===== config.mk =====
export PLATFORM = sky130hd
export DESIGN_NAME = i2c_xfer_sequencer
export DESIGN_NICKNAME = d
export VERILOG_FILES = /design/src/rtl/i2c_seq_pkg.sv /design/src/rtl/i2c_sync2.sv /design/src/rtl/i2c_xfer_sequencer.sv
export SDC_FILE = /design/constraint.sdc
export NUM_CORES = 1
export LEC_CHECK = 0
export CAP_MARGIN = 10
export CORE_UTILIZATION = 40
export CTS_CLUSTER_SIZE = 8
export DETAILED_ROUTE_END_ITERATION = 12
export GPL_TIMING_DRIVEN = 0
export PLACE_DENSITY_LB_ADDON = 0.05
export SYNTH_ARGS = -nofsm -noshare
export SYNTH_HDL_FRONTEND = slang
export SYNTH_SLANG_ARGS = --single-unit

===== constraint.sdc =====
create_clock -name clk -period 2.73 [get_ports clk]
set_input_delay 0.546 -clock clk [delete_from_list [all_inputs] [get_ports clk]]
set_output_delay 0.546 -clock clk [all_outputs]
set_load 0.005 [all_outputs]

===== src/rtl/i2c_seq_pkg.sv =====
// Shared types and constants for the I2C transfer sequencer.
package i2c_seq_pkg;

   localparam int ADDR_W          = 7;
   localparam int DATA_W          = 8;

   localparam int DEF_MAX_RETRY   = 3;
   localparam int DEF_LAUNCH_TO   = 4096;
   localparam int DEF_XFER_TO     = 65535;
   localparam int DEF_BACKOFF_CYC = 256;

   typedef enum logic [2:0] {
      IDLE    = 3'd0,
      LAUNCH  = 3'd1,
      ACTIVE  = 3'd2,
      EVAL    = 3'd3,
      BACKOFF = 3'd4,
      RESP    = 3'd5
   } state_e;

   // Largest of three limits; sizes the shared timeout/backoff counter.
   function automatic int max3(input int a, input int b, input int c);
      int m;
      m = (a > b) ? a : b;
      m = (m > c) ? m : c;
      return m;
   endfunction

endpackage


===== src/rtl/i2c_sync2.sv =====
// Two-flop synchroniser for slow-domain status bits.
module i2c_sync2 #(
   parameter int W = 1
) (
   input  logic         clk,
   input  logic         rst,
   input  logic [W-1:0] d_i,
   output logic [W-1:0] q_o
);

   logic [W-1:0] meta_q;
   logic [W-1:0] sync_q;

   // Two-stage capture; only sync_q is used downstream.
   always_ff @(posedge clk) begin
      if (rst) begin
         meta_q <= '0;
         sync_q <= '0;
      end else begin
         meta_q <= d_i;
         sync_q <= meta_q;
      end
   end

   assign q_o = sync_q;

endmodule


===== src/rtl/i2c_xfer_sequencer.sv =====
// Command stage in front of the I2C master: launches single-byte transfers,
// supervises them with timeouts, retries failures after a backoff and
// returns exactly one response per accepted request.
module i2c_xfer_sequencer
   import i2c_seq_pkg::*;
#(
   parameter int MAX_RETRY   = DEF_MAX_RETRY,
   parameter int LAUNCH_TO   = DEF_LAUNCH_TO,
   parameter int XFER_TO     = DEF_XFER_TO,
   parameter int BACKOFF_CYC = DEF_BACKOFF_CYC
) (
   input  logic              clk,
   input  logic              rst,
   input  logic              req_valid,
   output logic              req_ready,
   input  logic              req_rnw,
   input  logic [ADDR_W-1:0] req_addr,
   input  logic [DATA_W-1:0] req_wdata,
   output logic              rsp_valid,
   input  logic              rsp_ready,
   output logic [DATA_W-1:0] rsp_rdata,
   output logic              rsp_err,
   output logic              rsp_timeout,
   output logic [2:0]        rsp_tries,
   output logic              m_start_o,
   output logic              m_stop_o,
   output logic              m_rnw_o,
   output logic [ADDR_W-1:0] m_addr_o,
   output logic [DATA_W-1:0] m_wdata_o,
   input  logic [DATA_W-1:0] m_rdata_i,
   input  logic              m_busy_i,
   input  logic              m_error_i,
   input  logic              m_success_i
);

   localparam int MAX_CNT = max3(XFER_TO, LAUNCH_TO, BACKOFF_CYC);
   localparam int CNT_W   = $clog2(MAX_CNT + 1);

   // Down-counter reload values: the state lasts exactly N cycles.
   localparam logic [CNT_W-1:0] LAUNCH_LD  = CNT_W'(LAUNCH_TO - 1);
   localparam logic [CNT_W-1:0] XFER_LD    = CNT_W'(XFER_TO - 1);
   localparam logic [CNT_W-1:0] BACKOFF_LD = CNT_W'(BACKOFF_CYC - 1);
   // One more than the retry budget; 4 bits so MAX_RETRY=7 still fits.
   localparam logic [3:0]       TRIES_MAX  = 4'(MAX_RETRY + 1);

   state_e            state_q;
   logic [CNT_W-1:0]  cnt_q;
   logic [3:0]        tries_q;
   logic              tmo_q;

   logic              hold_rnw_q;
   logic [ADDR_W-1:0] hold_addr_q;
   logic [DATA_W-1:0] hold_wdata_q;

   logic              req_ready_q;
   logic              rsp_valid_q;
   logic [DATA_W-1:0] rsp_rdata_q;
   logic              rsp_err_q;
   logic              rsp_timeout_q;
   logic [2:0]        rsp_tries_q;
   logic              m_start_q;
   logic              m_stop_q;

   logic [2:0]        stat_s;
   logic              busy_s;
   logic              err_s;
   logic              succ_s;

   logic              cnt_zero_s;
   logic [CNT_W-1:0]  cnt_dec_d;
   logic              attempt_ok_s;
   logic              can_retry_s;

   i2c_sync2 #(.W(3)) u_stat_sync (
      .clk (clk),
      .rst (rst),
      .d_i ({m_busy_i, m_error_i, m_success_i}),
      .q_o (stat_s)
   );

   assign {busy_s, err_s, succ_s} = stat_s;

   // Counter expiry and attempt verdict; error wins over success.
   always_comb begin
      cnt_zero_s   = (cnt_q == '0);
      cnt_dec_d    = cnt_q - CNT_W'(1);
      attempt_ok_s = succ_s & ~err_s & ~tmo_q;
      can_retry_s  = (tries_q < TRIES_MAX);
   end

   // Sequencer FSM with registered master controls and response fields.
   always_ff @(posedge clk) begin
      if (rst) begin
         state_q       <= IDLE;
         cnt_q         <= '0;
         tries_q       <= 4'd0;
         tmo_q         <= 1'b0;
         hold_rnw_q    <= 1'b0;
         hold_addr_q   <= '0;
         hold_wdata_q  <= '0;
         req_ready_q   <= 1'b1;
         rsp_valid_q   <= 1'b0;
         rsp_rdata_q   <= '0;
         rsp_err_q     <= 1'b0;
         rsp_timeout_q <= 1'b0;
         rsp_tries_q   <= 3'd0;
         m_start_q     <= 1'b0;
         m_stop_q      <= 1'b0;
      end else begin
         // Stop is a single-cycle pulse unless re-armed below.
         m_stop_q <= 1'b0;
         case (state_q)
            IDLE: begin
               if (req_valid && req_ready_q) begin
                  hold_rnw_q   <= req_rnw;
                  hold_addr_q  <= req_addr;
                  hold_wdata_q <= req_wdata;
                  tries_q      <= 4'd1;
                  tmo_q        <= 1'b0;
                  cnt_q        <= LAUNCH_LD;
                  m_start_q    <= 1'b1;
                  req_ready_q  <= 1'b0;
                  state_q      <= LAUNCH;
               end
            end
            LAUNCH: begin
               if (busy_s) begin
                  m_start_q <= 1'b0;
                  cnt_q     <= XFER_LD;
                  state_q   <= ACTIVE;
               end else if (cnt_zero_s) begin
                  m_start_q <= 1'b0;
                  tmo_q     <= 1'b1;
                  cnt_q     <= '0;
                  state_q   <= EVAL;
               end else begin
                  cnt_q <= cnt_dec_d;
               end
            end
            ACTIVE: begin
               if (!busy_s) begin
                  cnt_q   <= '0;
                  state_q <= EVAL;
               end else if (cnt_zero_s) begin
                  m_stop_q <= 1'b1;
                  tmo_q    <= 1'b1;
                  cnt_q    <= '0;
                  state_q  <= EVAL;
               end else begin
                  cnt_q <= cnt_dec_d;
               end
            end
            EVAL: begin
               if (attempt_ok_s) begin
                  // Read data is stable here: busy_s has already fallen.
                  rsp_rdata_q   <= hold_rnw_q ? m_rdata_i : '0;
                  rsp_err_q     <= 1'b0;
                  rsp_timeout_q <= 1'b0;
                  rsp_tries_q   <= tries_q[2:0];
                  rsp_valid_q   <= 1'b1;
                  cnt_q         <= '0;
                  state_q       <= RESP;
               end else if (can_retry_s) begin
                  tries_q <= tries_q + 4'd1;
                  cnt_q   <= BACKOFF_LD;
                  state_q <= BACKOFF;
               end else begin
                  rsp_rdata_q   <= '0;
                  rsp_err_q     <= 1'b1;
                  rsp_timeout_q <= tmo_q;
                  rsp_tries_q   <= tries_q[2:0];
                  rsp_valid_q   <= 1'b1;
                  cnt_q         <= '0;
                  state_q       <= RESP;
               end
            end
            BACKOFF: begin
               if (cnt_zero_s) begin
                  tmo_q     <= 1'b0;
                  m_start_q <= 1'b1;
                  cnt_q     <= LAUNCH_LD;
                  state_q   <= LAUNCH;
               end else begin
                  cnt_q <= cnt_dec_d;
               end
            end
            RESP: begin
               if (rsp_ready) begin
                  rsp_valid_q <= 1'b0;
                  req_ready_q <= 1'b1;
                  cnt_q       <= '0;
                  state_q     <= IDLE;
               end
            end
            default: begin
               m_start_q   <= 1'b0;
               rsp_valid_q <= 1'b0;
               req_ready_q <= 1'b1;
               cnt_q       <= '0;
               state_q     <= IDLE;
            end
         endcase
      end
   end

   assign req_ready   = req_ready_q;
   assign rsp_valid   = rsp_valid_q;
   assign rsp_rdata   = rsp_rdata_q;
   assign rsp_err     = rsp_err_q;
   assign rsp_timeout = rsp_timeout_q;
   assign rsp_tries   = rsp_tries_q;
   assign m_start_o   = m_start_q;
   assign m_stop_o    = m_stop_q;
   assign m_rnw_o     = hold_rnw_q;
   assign m_addr_o    = hold_addr_q;
   assign m_wdata_o   = hold_wdata_q;

endmodule


==> results.yml, run 1 <==
worst_hold_path:
  min_path_type: "reg -> reg"
  hold_depth: 1
  worstHoldStart: "u_stat_sync.meta_q[0]"
worst_setup_path:
  path_class: "reg -> reg"
  rr_worst_depth: 9
  startpoint_type: "flop"
  arrival_ns: 2.71
  path_max_fanout: 10
  crit_start: "cnt_q[0]"
  rr_startpoint: "cnt_q[0]"
  required_ns: 2.96
  cp-end-kind: "flop"
final_layout:
  final_util: 0.549
  finalNonFillerCells: 565
  n_antenna_cell: 0
  area_growth_pct: 30.8
  finalNetCount: 494
  drive_gt1_frac: 0.0730
  fill_cells: 712
timing:
  min_period_ns: 2.48
  setup_violations: 0
  clock_skew_ns: 0.00864
  post-route-period-util: 0.909
  hold-worst-slack_ns: 0.440
  hold_violations: 0
  grt_setup_unrepaired: "no"
  setup_slack_ns: 0.248
  worst_pin_slew_ns: 0.721
  slew_headroom: 0.519
  setup-tns-final_ns: 0
  max_freq_ghz: 0.403
  finalMaxSlewViolations: 0
yosys:
  synth_edf_count: 0
  ys_seq_area_frac: 0.407
  synthCells: 387
  yosys_warnings: 0
  ys_ff_latch: 63
  synth_area_um2: 3100
  synth_cell_types: 54
  synth_area_per_cell_um2: 8.00
  syn_nets: 420
  synthFlopType: "dfxtp_1"
  async_reset_ff_frac: 0
clock_tree:
  cts_resized: 0
  clk_pin_slew_ns: 0.08
  post_cts_buffers: 0
  clk_latency_ns: 0.35
  cts-root-buf: "clkbuf_8"
  h-tree-depth: 3
  cts_made_buffers: 9
  postCtsHoldBufs: 0
  cts.sinks: 63
  cts_tree: "built"
  clock_path_buffers: 2
die:
  rows: 31
  core-area_um2: 7370
  die_w_um: 90.0
  io_pins: 64
  start_util: 0.420
  die_h_um: 90.0
  die-area_um2: 8090
place:
  place_ws_ns: 0.232
  dp_hpwl_um: 6190
  port_buffers: 63
  place_congestion: 0.903
  place_inst: 549
power:
  peakVddDrop_uv: 277
  leakagePower_nw: 1.46
  powerDensity_nw_per_um2: 646
route:
  ant_nets: 0
  vias_per_cell: 5.48
  wl_per_cell_um: 15.7
  totalWireLength_um: 8850
  drtIter0Drc: 210
  dr.pass1.iters: 4
  num_vias: 3097
  post-route-drc-count: 0
grt:
  first_global_vias: 2908
  antenna_found_initial: 0
  grt_first_pass_wirelength_um: 14500
  grt_max_degree: 12
  overflow: 0
  gr-usage-all-layers: 0.227
run_status:
  outcome: "completed"
run:
  cap_violations: 0
## layout make-up
cell class	count	area (um^2)	area share
multi-input combinational	288	1670	0.414
sequential	63	1260	0.312
timing repair buffer	63	631	0.156
buffer	31	141	0.0349
clock buffer	10	138	0.0340
tap	99	124	0.0306
clock inverter	6	60.1	0.0148
inverter	5	18.8	0.00464
## sequential cells by signal, summed over array words and instances (netlist names), 3 cells and up
register            cells
cnt_q                  16
m_addr_o                7
m_wdata_o               8
rsp_rdata               8
rsp_tries               3
state_q                 3
tries_q                 4
u_stat_sync.meta_q      3
u_stat_sync.q_o         3
## critical path: stages, from the launching register on
cell and delay (ns):
dfxtp_1 0.39, inv_1 0.09, ha_1 0.24, nor3b_1 0.54, and4_1 0.27, buf_2 0.17, buf_4 0.20, o21ai_0 0.11
a211oi_1 0.27, o21ai_0 0.10
## per-stage QoR
step	total power [W]	cell area (um^2)
final	0.00261	4050
after global routing	0.00276	4050
after CTS	0.00263	4050
after detailed placement	0.00179	3850
after global placement	0.00178	3850
after floorplan	0.00155	3100
## power breakdown
group	switching, W	leakage (nW)	internal (W)
combinational	0.000389	0.849	0.000311
sequential	0.0000862	0.515	0.000993
clock	0.000392	0.0981	0.000441
## logic make-up after synthesis
family                     Yosys count  synth area share
xor gates and xnor gates             7            0.0198
adders and majority gates            2           0.00808
DFF                                 63             0.407
muxes                                1           0.00323
buffers and inverters               36            0.0517
and+or+nand+nor                    160             0.267
AOI/OAI and AO/OA                  118             0.243
## worst paths after layout
| kind | to | slack (ns) |
|---|---|---|
| hold / removal | u_stat_sync.q_o[0] | 0.44 |
| setup reg to reg | cnt_q[9] | 0.25 |
| setup / recovery | cnt_q[9] | 0.25 |
| hold reg to reg | u_stat_sync.q_o[0] | 0.44 |
## layout by cell type (no fill, tap or decap), types with 3 or more instances in the layout
cell type        instances
nor2b_1                  7
buf_2                    5
nand3_1                  4
clkdlybuf4s50_1         63
or3_1                    5
or4_1                    3
a221oi_1                 5
xnor2_1                  3
a32oi_1                  3
clkinv_2                 3
clkbuf_8                10
and2_1                   4
o22ai_1                  3
nor3b_1                  3
xor2_1                   4
a21oi_1                 42
nand4_1                  3
buf_1                    3
a22oi_1                 12
a21o_1                   4
nand2b_1                 7
a211oi_1                 3
nor4_1                   6
nor3_1                  12
inv_1                    5
clkbuf_1                20
nand3b_1                 6
a211o_1                  5
o21ai_0                 22
nor2_1                  33
dfxtp_1                 63
nand2_1                 55
a31oi_1                  4
## synth_stat cells, types with 5 or more instances
cell / count / area [um^2]
o21ai_0: 22 / 110
nor2b_1: 7 / 43.8
a21oi_1: 42 / 210
inv_1: 5 / 18.8
buf_2: 5 / 25.0
nor4_1: 6 / 37.5
nand3b_1: 6 / 45.0
a221oi_1: 5 / 43.8
nor2_1: 33 / 124
dfxtp_1: 63 / 1260
nand2b_1: 7 / 43.8
nand2_1: 55 / 206
a22oi_1: 12 / 90.1
nor3_1: 12 / 60.1
a211o_1: 5 / 43.8
or3_1: 5 / 31.3
clkbuf_1: 20 / 75.1
## metal layers
| layer | GRT usage | wire (um) | up-vias |
|---|---|---|---|
| met4 | 0.118 | 221 | 0 |
| met3 | 0.0457 | 608 | 17 |
| met5 | 0 | 0 | - |
| met2 | 0.356 | 3910 | 110 |
| met1 | 0.294 | 4110 | 1426 |
| li1 | - | - | 1544 |
(Power assumes the default switching activity.)
==> run 2: changes to the inputs <==
--- a/config.mk
+++ b/config.mk
@@ -6,7 +6,7 @@
 export NUM_CORES = 1
 export LEC_CHECK = 0
 export CAP_MARGIN = 10
-export CORE_UTILIZATION = 40
+export CORE_UTILIZATION = 51
 export CTS_CLUSTER_SIZE = 8
 export DETAILED_ROUTE_END_ITERATION = 12
 export GPL_TIMING_DRIVEN = 0
==> run 2 against run 1 <==
Worst hold slack worse by 0.0015 ns. Via count up 3.3%. Die area decreased by 21%. Largest power group unchanged. Sequential share of layout area grew 0.12 points. Clock-buffer cell count increased by 1. Clock power grew 1%. Critical endpoint unchanged. Total power up 0.72%. Fmax grew 5.7%.
==> results.yml, run 2 (same netlist as run 1, synthesis figures left out) <==
timing:
  setup_violations: 0
  slew_headroom: 0.555
  post-route-period-util: 0.860
  grt_setup_unrepaired: "no"
  max_freq_ghz: 0.426
  min_period_ns: 2.35
  hold_violations: 0
  worst_pin_slew_ns: 0.661
  hold-worst-slack_ns: 0.439
  setup_slack_ns: 0.382
  finalMaxSlewViolations: 0
  clock_skew_ns: 0.0134
  setup-tns-final_ns: 0
worst_setup_path:
  path_max_fanout: 10
  path_class: "reg -> reg"
  worst-path-buf-inv: 3
  critPathTopFamily: "simple AND/OR/NAND/NOR gates"
  worstPathCellList: "inv_1, ha_1, nor3b_2, and4_1, buf_2, buf_4, o21ai_0, a211oi_1, o21ai_0"
  r2r_slack_ns: 0.38
  arrival_ns: 2.56
  required_ns: 2.94
  rr_startpoint: "cnt_q[0]"
  rr_worst_depth: 9
  r2r-end: "cnt_q[9]"
  cp-end-kind: "flop"
  cp_slowest_stage_delay_ns: 0.39
  cp_common_cell: "o21ai_0"
  startpoint_type: "flop"
  cpMaxStageDelayCell: "dfxtp_1"
grt:
  antenna_found_initial: 0
  first_global_vias: 2966
  overflow: 0
  gr-usage-all-layers: 0.284
  grt_max_degree: 12
  grt_first_pass_wirelength_um: 13900
final_layout:
  largest_reg_flops: 16
  finalNonFillerCells: 541
  largest_register: "cnt_q"
  final_cell_mix: "63 x dfxtp_1, 63 x clkdlybuf4s50_1, 55 x nand2_1, 42 x a21oi_1, 33 x nor2_1"
  drive_gt1_frac: 0.0751
  finalNetCount: 494
  area_growth_pct: 30.3
  n_antenna_cell: 0
  final_util: 0.685
  fill_cells: 508
power:
  powerDensity_nw_per_um2: 653
  pwr-share-clk: 0.321
  combPwrFrac: 0.268
  pwr-share-seq: 0.410
  peakVddDrop_uv: 426
  p_int_w: 0.00178
  netSwitchingPower_w: 0.000856
  p_sw_frac: 0.325
  leakagePower_nw: 1.47
die:
  io_pins: 64
  start_util: 0.526
  rows: 28
  die_h_um: 79.9
  core-area_um2: 5890
  die_w_um: 79.9
  die-area_um2: 6380
route:
  post-route-drc-count: 0
  dr.pass1.iters: 5
  num_vias: 3198
  totalWireLength_um: 8530
  wl_per_cell_um: 15.8
  ant_nets: 0
  vias_per_cell: 5.91
  drtIter0Drc: 351
place:
  place_inst: 525
  place_congestion: 0.913
  place_ws_ns: 0.184
  dp_hpwl_um: 5940
  port_buffers: 63
clock_tree:
  clk_pin_slew_ns: 0.08
  clk_latency_ns: 0.35
  cts.sinks: 63
  post_cts_buffers: 0
  h-tree-depth: 3
  cts-root-buf: "clkbuf_8"
  cts_made_buffers: 9
  clock_path_buffers: 2
  cts_tree: "built"
worst_hold_path:
  min_path_type: "reg -> reg"
  worstHoldStart: "u_stat_sync.meta_q[1]"
  worstHoldEndpoint: "u_stat_sync.q_o[1]"
  hold_depth: 1
run:
  cap_violations: 0
run_status:
  outcome: "completed"
-- run 2: changes by cell type in the layout (fill, tap and decap cells not counted), sizes merged --
cell,previous run,this run
clkbuf,30,31
clkinvlp,2,1
-- run 2: worst max path at each step --
stage	start	slack, ns	end	cells past startpoint
after floorplan	cnt_q[0]	0.72	cnt_q[0]	8
after global placement	req_valid	0.26	cnt_q[0]	6
after detailed placement	cnt_q[0]	0.18	cnt_q[9]	9
after CTS	cnt_q[0]	0.17	cnt_q[9]	9
after global routing	cnt_q[0]	0.22	cnt_q[9]	9
final	cnt_q[0]	0.38	cnt_q[9]	9
-- run 2: metal layers --
metal / part of all wire / global-route usage / up-vias
met2: 0.46 / 0.446 / 138
met4: 0.026 / 0.159 / 0
met1: 0.44 / 0.355 / 1490
met5: 0 / 0 / -
li1: - / - / 1543
met3: 0.068 / 0.0686 / 27
-- run 2: repair_timing --
action	4_1_cts	5_1_grt
gates resized for setup	0	1
setup endpoints to repair	0	2
hold buffers	0	0
-- run 2: final cells by class --
type	instances	area (um^2)	share of cell area
Buffer	31	141	0.0351
Multi-Input combinational cell	288	1680	0.416
Clock buffer	11	151	0.0375
Timing Repair Buffer	63	631	0.156
Tap cell	75	93.8	0.0233
Inverter	5	18.8	0.00465
Sequential cell	63	1260	0.313
Clock inverter	5	56.3	0.0140
-- run 2: power by group through the flow --
stage	combinational (W)	clock, W	sequential, W
5_1_grt	0.000777	0.000897	0.00109
4_1_cts	0.000692	0.000860	0.00108
3_5_place_dp	0.000688	0	0.00110
6_report	0.000706	0.000846	0.00108
3_3_place_gp	0.000676	0	0.00109
2_1_floorplan	0.000473	0	0.00108
-- run 2: through the flow --
step	power (W)	instance area (um^2)
floorplan	0.00155	3100
global placement	0.00177	3820
detailed placement	0.00179	3820
CTS	0.00263	4030
global route	0.00276	4030
finish	0.00263	4030
